File: src/rtl/pc_gen_pkg.sv
// ---------------------------------------------------------------------------
// pc_gen_pkg
//   Shared CPU-wide constants used by the fetch address generator:
//   reset / chip-enable / stall polarities and the instruction address bus
//   width. Imported by pc_gen.
// ---------------------------------------------------------------------------
package pc_gen_pkg;

  // Reset polarity of the core (active-high).
  localparam logic RstEnable   = 1'b1;
  localparam logic RstDisable  = 1'b0;

  // Instruction memory enable levels.
  localparam logic ChipEnable  = 1'b1;
  localparam logic ChipDisable = 1'b0;

  // Stall vector bit levels.
  localparam logic Stop        = 1'b1;
  localparam logic NoStop      = 1'b0;

  // Instruction address bus width.
  localparam int unsigned InstAddrBusW = 32;

endpackage : pc_gen_pkg

File: src/rtl/pc_gen.sv
// ---------------------------------------------------------------------------
// pc_gen
//   Program counter / fetch address generator. After reset it issues
//   RESET_VEC, then walks sequentially by INC bytes whenever the fetch
//   advances (stall[0] clear and memory ready). Redirects are prioritised
//   flush > branch > stored redirect > increment > hold. A branch that
//   arrives while the fetch cannot advance is parked in pend_pc (state HOLD)
//   and applied on the next advance.
//
// Ports
//   clk                     : clock, rising edge
//   rst                     : synchronous active-high reset
//   stall[STALL_W]          : pipeline stall vector, bit 0 freezes the PC
//   flush, new_pc           : exception/ERET redirect and its target
//   branch_flag_i           : branch/jump taken from ID
//   branch_target_address_i : branch target
//   mem_ready_i             : instruction memory accepted pc this cycle
//   pc, ce                  : registered fetch address and memory enable
//   fetch_stall_o           : fetch waiting on memory (ce=1, not ready)
//   redirect_pending_o      : a captured branch target is waiting
// ---------------------------------------------------------------------------
module pc_gen
  import pc_gen_pkg::*;
#(
  parameter int unsigned         ADDR_W    = InstAddrBusW,
  parameter logic [ADDR_W-1:0]   RESET_VEC = {ADDR_W{1'b0}},
  parameter int unsigned         INC       = 4,
  parameter int unsigned         STALL_W   = 6
) (
  input  logic                clk,
  input  logic                rst,
  input  logic [STALL_W-1:0]  stall,
  input  logic                flush,
  input  logic [ADDR_W-1:0]   new_pc,
  input  logic                branch_flag_i,
  input  logic [ADDR_W-1:0]   branch_target_address_i,
  input  logic                mem_ready_i,
  output logic [ADDR_W-1:0]   pc,
  output logic                ce,
  output logic                fetch_stall_o,
  output logic                redirect_pending_o
);

  typedef enum logic [1:0] {
    ST_IDLE = 2'd0,
    ST_RUN  = 2'd1,
    ST_HOLD = 2'd2
  } state_e;

  localparam logic [ADDR_W-1:0] INC_V = ADDR_W'(INC);

  state_e              state_q, state_d;
  logic [ADDR_W-1:0]   pc_q, pc_d;
  logic [ADDR_W-1:0]   pend_q, pend_d;
  logic                ce_q, ce_d;
  logic                advance_s;
  logic                unused_stall_s;

  // Only bit 0 of the stall vector concerns the fetch stage.
  assign unused_stall_s = ^stall[STALL_W-1:1];

  assign advance_s = (stall[0] == NoStop) && mem_ready_i;

  // Next-state, next-pc and pending-target selection.
  always_comb begin
    state_d = state_q;
    pc_d    = pc_q;
    pend_d  = pend_q;
    ce_d    = ce_q;
    case (state_q)
      ST_IDLE: begin
        // Redirects and stalls are ignored until the first fetch is issued.
        state_d = ST_RUN;
        ce_d    = ChipEnable;
        pc_d    = RESET_VEC;
        pend_d  = {ADDR_W{1'b0}};
      end
      ST_RUN, ST_HOLD: begin
        ce_d = ChipEnable;
        if (flush) begin
          pc_d    = new_pc;
          pend_d  = {ADDR_W{1'b0}};
          state_d = ST_RUN;
        end else if (branch_flag_i) begin
          if (advance_s) begin
            // A fresh branch supersedes any older parked target.
            pc_d    = branch_target_address_i;
            pend_d  = {ADDR_W{1'b0}};
            state_d = ST_RUN;
          end else begin
            pend_d  = branch_target_address_i;
            state_d = ST_HOLD;
          end
        end else if (state_q == ST_HOLD) begin
          if (advance_s) begin
            pc_d    = pend_q;
            pend_d  = {ADDR_W{1'b0}};
            state_d = ST_RUN;
          end else begin
            state_d = ST_HOLD;
          end
        end else begin
          if (advance_s) begin
            pc_d = pc_q + INC_V;
          end else begin
            pc_d = pc_q;
          end
        end
      end
      default: begin
        // Illegal encoding: fall back to the post-reset state.
        state_d = ST_IDLE;
        ce_d    = ChipDisable;
        pc_d    = RESET_VEC;
        pend_d  = {ADDR_W{1'b0}};
      end
    endcase
  end

  // State, pc, enable and pending-target registers with synchronous reset.
  always_ff @(posedge clk) begin
    if (rst == RstEnable) begin
      state_q <= ST_IDLE;
      pc_q    <= RESET_VEC;
      ce_q    <= ChipDisable;
      pend_q  <= {ADDR_W{1'b0}};
    end else begin
      state_q <= state_d;
      pc_q    <= pc_d;
      ce_q    <= ce_d;
      pend_q  <= pend_d;
    end
  end

  assign pc                 = pc_q;
  assign ce                 = ce_q;
  assign fetch_stall_o      = ce_q & ~mem_ready_i;
  assign redirect_pending_o = (state_q == ST_HOLD);

endmodule : pc_gen

File: config.mk
export PLATFORM = sky130hd
export DESIGN_NAME = pc_gen
export DESIGN_NICKNAME = d
export VERILOG_FILES = /design/src/rtl/pc_gen_pkg.sv /design/src/rtl/pc_gen.sv
export SDC_FILE = /design/constraint.sdc
export NUM_CORES = 1
export LEC_CHECK = 0
export ABC_AREA = 1
export CORE_UTILIZATION = 45
export CTS_BUF_LIST = sky130_fd_sc_hd__clkbuf_2
export CTS_CLUSTER_DIAMETER = 200
export CTS_CLUSTER_SIZE = 20
export DETAILED_ROUTE_END_ITERATION = 10
export DONT_BUFFER_PORTS = 1
export GPL_TIMING_DRIVEN = 0
export SLEW_MARGIN = 10
export SYNTH_ARGS = -nofsm -noshare
export SYNTH_HDL_FRONTEND = slang
export SYNTH_SLANG_ARGS = --single-unit
File: constraint.sdc
create_clock -name clk -period 2.3 [get_ports clk]
set_clock_uncertainty 0.15 [all_clocks]
set_input_delay 0.46 -clock clk [delete_from_list [all_inputs] [get_ports clk]]
set_output_delay 0.46 -clock clk [all_outputs]
set_load 0.01 [all_outputs]
==> results.yml, run 1 <==
global_routing:
  grt_overflow: 0
  grt_max_degree: 11
  grt_pass1_wl_microns: 23500
  antenna_found_initial: 0
  track_usage_pct: 30.4
  grt_pass1_vias: 4594
clock_network:
  numCtsBuffers: 9
  cts_setup_buffers: 0
  cts.reportedPaths.clkPinSlew_ps: 220
  insertion_delay_ps: 540
  cts_max_level: 3
  clock_sinks: 67
  cts_root_buf: "clkbuf_2"
  clock_path_buffers: 2
  cts_tree: "built"
flow_run:
  maxCapViolCount: 0
timing:
  slew_headroom_pct: 56.2
  finalSetupViolCount: 0
  worst_pin_slew_ps: 657
  period_needed_ps: 2180
  grt_setup_unrepaired: "false"
  fin_tns_setup_ps: 0
  max_freq_ghz: 0.458
  worst_slack_ps: 119
  hold_viol: 1
  finalCritPeriodShare_pct: 94.8
  hold_ws_ps: -4.03
  slew_viol_final: 0
setup_path:
  worstPathCellList: "inv_1 > ha_1 > inv_1 > buf_1 > nand3_1 > nand2_1 > nand2_1 > nand2_1 > o21ai_1"
  rrSetupSlack_ps: 120
  criticalPathCategory: "flip-flop to flip-flop"
  r2r_cells: 9
  rr_endpoint: "pc[14]"
  worstReg2RegStart: "state_q[0]"
  arrival_ps: 2480
  max_stage_delay_ps: 470
  end_kind: "flip-flop"
  crit_top_cell: "nand2_1"
  worstPathMaxFanout: 10
  worstSetupStartpoint: "state_q[0]"
  worstSetupStartpointType: "flip-flop"
  cpMaxStageDelayCell: "buf_1"
  endpoint: "pc[14]"
  worst_ep_required_time_ps: 2600
yosys:
  synth_cells: 710
  dominantRegCellSynth: "dfxtp_1"
  synth_cell_types: 35
  synth_warnings: 0
  synth_top_area_share_pct: 30.8
  syn_nets: 791
  ys_seq_elements: 67
  async_flop_share_pct: 0
  netlist_area_sq_um: 4360
  avgSynthCellArea_sq_um: 6.14
  yosys.area.top_type: "dfxtp_1"
  yosys-top-cells-area: "dfxtp_1, nand2_1, nor2_1"
  yosysSeqAreaShare_pct: 30.8
  synth_edf_count: 0
min_path:
  min_path_type: "input pin to flip-flop"
final_layout:
  diodes: 0
  drive_gt1_share_pct: 9.44
  layout_common_cells: "nand2_1, nor2_1, dfxtp_1"
  fin_nets: 830
  layout_commonest_cell: "nand2_1"
  syn2layout_area_growth_pct: 12.3
drt:
  drc: 0
  via_per_inst: 5.45
  drt-initial-drc-count: 363
  ant_nets: 0
  highest_layer: "met4"
  dr.pass1.iters: 6
  drt-wirelength-per-cell_microns: 16.9
  wl_met3_microns: 1260
  vias: 4805
  met1_length_microns: 6440
  routed_wl_microns: 14800
  met2WireLength_microns: 6920
power_and_ir_drop:
  p_leak_nw: 2.11
  ir_worst_vdd_uv: 273
  power_density_nw_per_um2: 517
floorplanning:
  dieArea_sq_um: 10100
  row_count: 35
  die_y_microns: 100
  fp.coreArea_sq_um: 9330
  die_w_microns: 100
  ios: 110
  initial_core_util_pct: 46.7
placement:
  place_ws_ps: 111
  gp_congestion: 0.939
  place_hpwl_microns: 11000
  io_buffers: 0
run_status:
  outcome: "finished with violations"
  violations: "negative hold slack"
[synth_stat cells, types with 9 or more instances]
master,number
nand2_1,222
nor2_1,112
dfxtp_1,67
inv_1,55
a21oi_1,47
nand3_1,42
o21ai_0,23
buf_2,21
clkbuf_1,13
o21ai_1,12
o32ai_1,10
inv_2,9
nor2_2,9
[kinds of logic after synthesis]
kind of cell               share of synthesized area (%)
xor gates and xnor gates                            1.61
adders and majority gates                           1.72
DFF                                                 30.8
buffers and inverters                               9.30
AOI/OAI and AO/OA                                   15.2
and+or+nand+nor                                     41.4
[power by group]
group / internal (mW) / switching, mW / leakage, nW / total, mW
combinational: 0.184 / 0.338 / 1.51 / 0.522
clock: 0.228 / 0.455 / 0.0601 / 0.683
sequential: 1.22 / 0.106 / 0.544 / 1.33
total: 1.63 / 0.900 / 2.11 / 2.53
[metal layers]
metal | up-vias | GRT usage, %
li1 | 2354 | -
met1 | 2225 | 39.4
met2 | 204 | 50.5
met3 | 22 | 7.03
met4 | 0 | 8.25
met5 | - | 0
[state kept, by name, summed over array words and instances, names as in the netlist]
name and count:
state_q 2, pc 32, ce 1, pend_q 32
[stage by stage]
stage | cell area [sq um] | utilization, % | std cells | power [mW]
after global placement | 4520 | 48.5 | 839 | 1.81
after detailed placement | 4520 | 48.5 | 839 | 1.82
after global routing | 4900 | 52.5 | 881 | 2.65
final | 4900 | 52.5 | 881 | 2.53
after floorplan | 4360 | - | 710 | 1.67
after CTS | 4870 | 52.2 | 879 | 2.52
[critical path, delay by kind of cell (launching register included)]
kind | cells | cell delay, ps
flops | 1 | 430
fa+ha+maj | 1 | 340
buf+inv | 3 | 710
simple gates | 4 | 410
compound gates | 1 | 60
[worst min-delay path by stage]
stage | from | slack, ps | end | cells past startpoint
detailed placement | pend_q[10] | 310 | pend_q[10] | 2
finish | new_pc[6] | -4 | pc[6] | 4
CTS | branch_target_address_i[24] | 1 | pend_q[24] | 4
global placement | pend_q[13] | 300 | pend_q[13] | 2
floorplan | pend_q[10] | 290 | pend_q[10] | 2
global route | branch_target_address_i[15] | 9 | pc[15] | 4
[final cells by class]
class,count,area [sq um]
multi-input combinational,544,2610
clock buffer,9,45.0
buffer,35,168
fill,1001,4430
sequential,67,1340
tap,129,161
inverter,64,240
timing repair buffer,28,280
clock inverter,5,46.3
[timing repair]
item                                    4_1_cts  5_1_grt
endpoints found under the setup margin        0        3
hold buffers                                 26        2
endpoints found under the hold margin        30        2
gates resized for setup                       0        2
Power figures use the tool's default switching activity.
==> inputs of run 2 (changes only) <==
Settings changed: CORE_UTILIZATION 45 to 50.
==> results.yml, run 2 (synthesis gave the netlist of run 1 again) <==
drt:
  drt-initial-drc-count: 333
  drc: 0
  vias: 4842
  drt-wirelength-per-cell_microns: 16.7
  via_per_inst: 5.51
  dr.pass1.iters: 5
  routed_wl_microns: 14700
  ant_nets: 0
floorplanning:
  fp.coreArea_sq_um: 8340
  initial_core_util_pct: 52.3
  row_count: 33
  ios: 110
  dieArea_sq_um: 9100
  die_w_microns: 95.4
  die_y_microns: 95.4
clock_network:
  cts_tree: "built"
  insertion_delay_ps: 560
  numCtsBuffers: 9
  clock_path_buffers: 2
  cts_root_buf: "clkbuf_2"
  cts_max_level: 3
  cts.reportedPaths.clkPinSlew_ps: 220
  cts_setup_buffers: 0
  clock_sinks: 67
setup_path:
  rr_endpoint: "pc[16]"
  r2r_cells: 7
  worstPathMaxFanout: 10
  worstReg2RegStart: "state_q[0]"
  cpMaxStageDelayCell: "clkbuf_1"
  worstSetupStartpoint: "state_q[0]"
  criticalPathCategory: "flip-flop to flip-flop"
  worstSetupStartpointType: "flip-flop"
  cp_top_family: "buffers and inverters"
  rrSetupSlack_ps: 160
  worst_ep_required_time_ps: 2640
  arrival_ps: 2480
  max_stage_delay_ps: 450
  cp.buffers_inverters: 3
  worstPathCellList: "inv_1 > ha_1 > nand2_1 > inv_2 > clkbuf_1 > o221ai_1 > a21oi_1"
  end_kind: "flip-flop"
run_status:
  violations: "negative hold slack"
  outcome: "finished with violations"
placement:
  place_hpwl_microns: 10900
  io_buffers: 0
  gp_congestion: 0.927
  place_ws_ps: 133
final_layout:
  diodes: 0
  layout_common_cells: "nand2_1, nor2_1, dfxtp_1"
  layout_commonest_cell: "nand2_1"
  fin_nets: 850
  syn2layout_area_growth_pct: 18.0
  drive_gt1_share_pct: 10.2
timing:
  hold_ws_ps: -3.85
  fin_tns_setup_ps: 0
  period_needed_ps: 2140
  max_freq_ghz: 0.467
  finalCritPeriodShare_pct: 93.1
  worst_pin_slew_ps: 630
  grt_setup_unrepaired: "false"
  slew_viol_final: 0
  finalSetupViolCount: 0
  hold_viol: 1
  worst_slack_ps: 160
  slew_headroom_pct: 58.0
global_routing:
  grt_max_degree: 13
  track_usage_pct: 33.6
  grt_overflow: 0
  antenna_found_initial: 0
  grt_pass1_wl_microns: 22900
  grt_pass1_vias: 4456
min_path:
  hold_start: "branch_target_address_i[12]"
  min_path_type: "input pin to flip-flop"
  hold_end: "pend_q[12]"
  hold-path-cell-count: 4
power_and_ir_drop:
  ir_worst_vdd_uv: 356
  p_leak_nw: 2.23
  power_density_nw_per_um2: 554
flow_run:
  maxCapViolCount: 0
==> run 2: changes by cell type in the layout (fill, tap and decap cells not counted), moves of 2 or more <==
cell           before  now
bufinv_16           1    3
clkbuf_2            9   12
clkinvlp_4          0    2
clkinv_1            3    0
dlygate4sd3_1      28   48
==> run 2: tightest hold or removal path, delay by kind of cell <==
| family | cells | cell delay, ps |
|---|---|---|
| compound gates | 1 | 50 |
| buf+inv | 1 | 50 |
| simple gates | 2 | 100 |
==> run 2: where the power goes <==
| group | switching, mW | leakage (nW) | internal, mW |
|---|---|---|---|
| combinational | 0.348 | 1.60 | 0.207 |
| clock | 0.494 | 0.0883 | 0.473 |
| sequential | 0.104 | 0.544 | 1.22 |
| total | 0.946 | 2.23 | 1.90 |
==> run 2: cell type report <==
type	instances	area [sq um]
Sequential cell	67	1340
Timing Repair Buffer	48	480
Fill cell	861	3200
Clock buffer	10	50.0
Tap cell	105	131
Buffer	35	170
Multi-Input combinational cell	544	2620
Inverter	64	240
Clock inverter	6	114
==> run 2: routing by layer <==
layer  up-vias  global-route usage, %  routed length [microns]
met1      2212                   43.6                     6470
met5         -                      0                        0
li1       2391                      -                        -
met2       211                   54.3                     6580
met3        28                   8.05                     1360
met4         0                   11.3                      287
==> run 2: how the worst max path moves through the flow <==
stage | to | cells after the start
after floorplan | pc[25] | 10
after detailed placement | pc[25] | 10
after global routing | pc[23] | 7
final | pc[16] | 7
after CTS | pc[25] | 10
after global placement | pc[27] | 10
==> run 2: timing repair <==
| action | CTS | global route |
|---|---|---|
| gates resized for setup | 0 | 6 |
| endpoints found under the hold margin | 52 | 0 |
| endpoints found under the setup margin | 0 | 24 |
| hold buffers | 48 | 0 |
==> run 2: stage by stage <==
stage               utilization [%]  total power [mW]  area (sq um)  instances  hold slack (ps)
finish                         61.7              2.85          5140        879            -3.85
detailed placement             53.9              1.82          4490        815              304
global route                   61.7              2.96          5140        879             8.19
CTS                            61.6              2.83          5140        879           0.0991
floorplan                         -              1.67          4360        710              290
global placement               53.9              1.81          4490        815              297
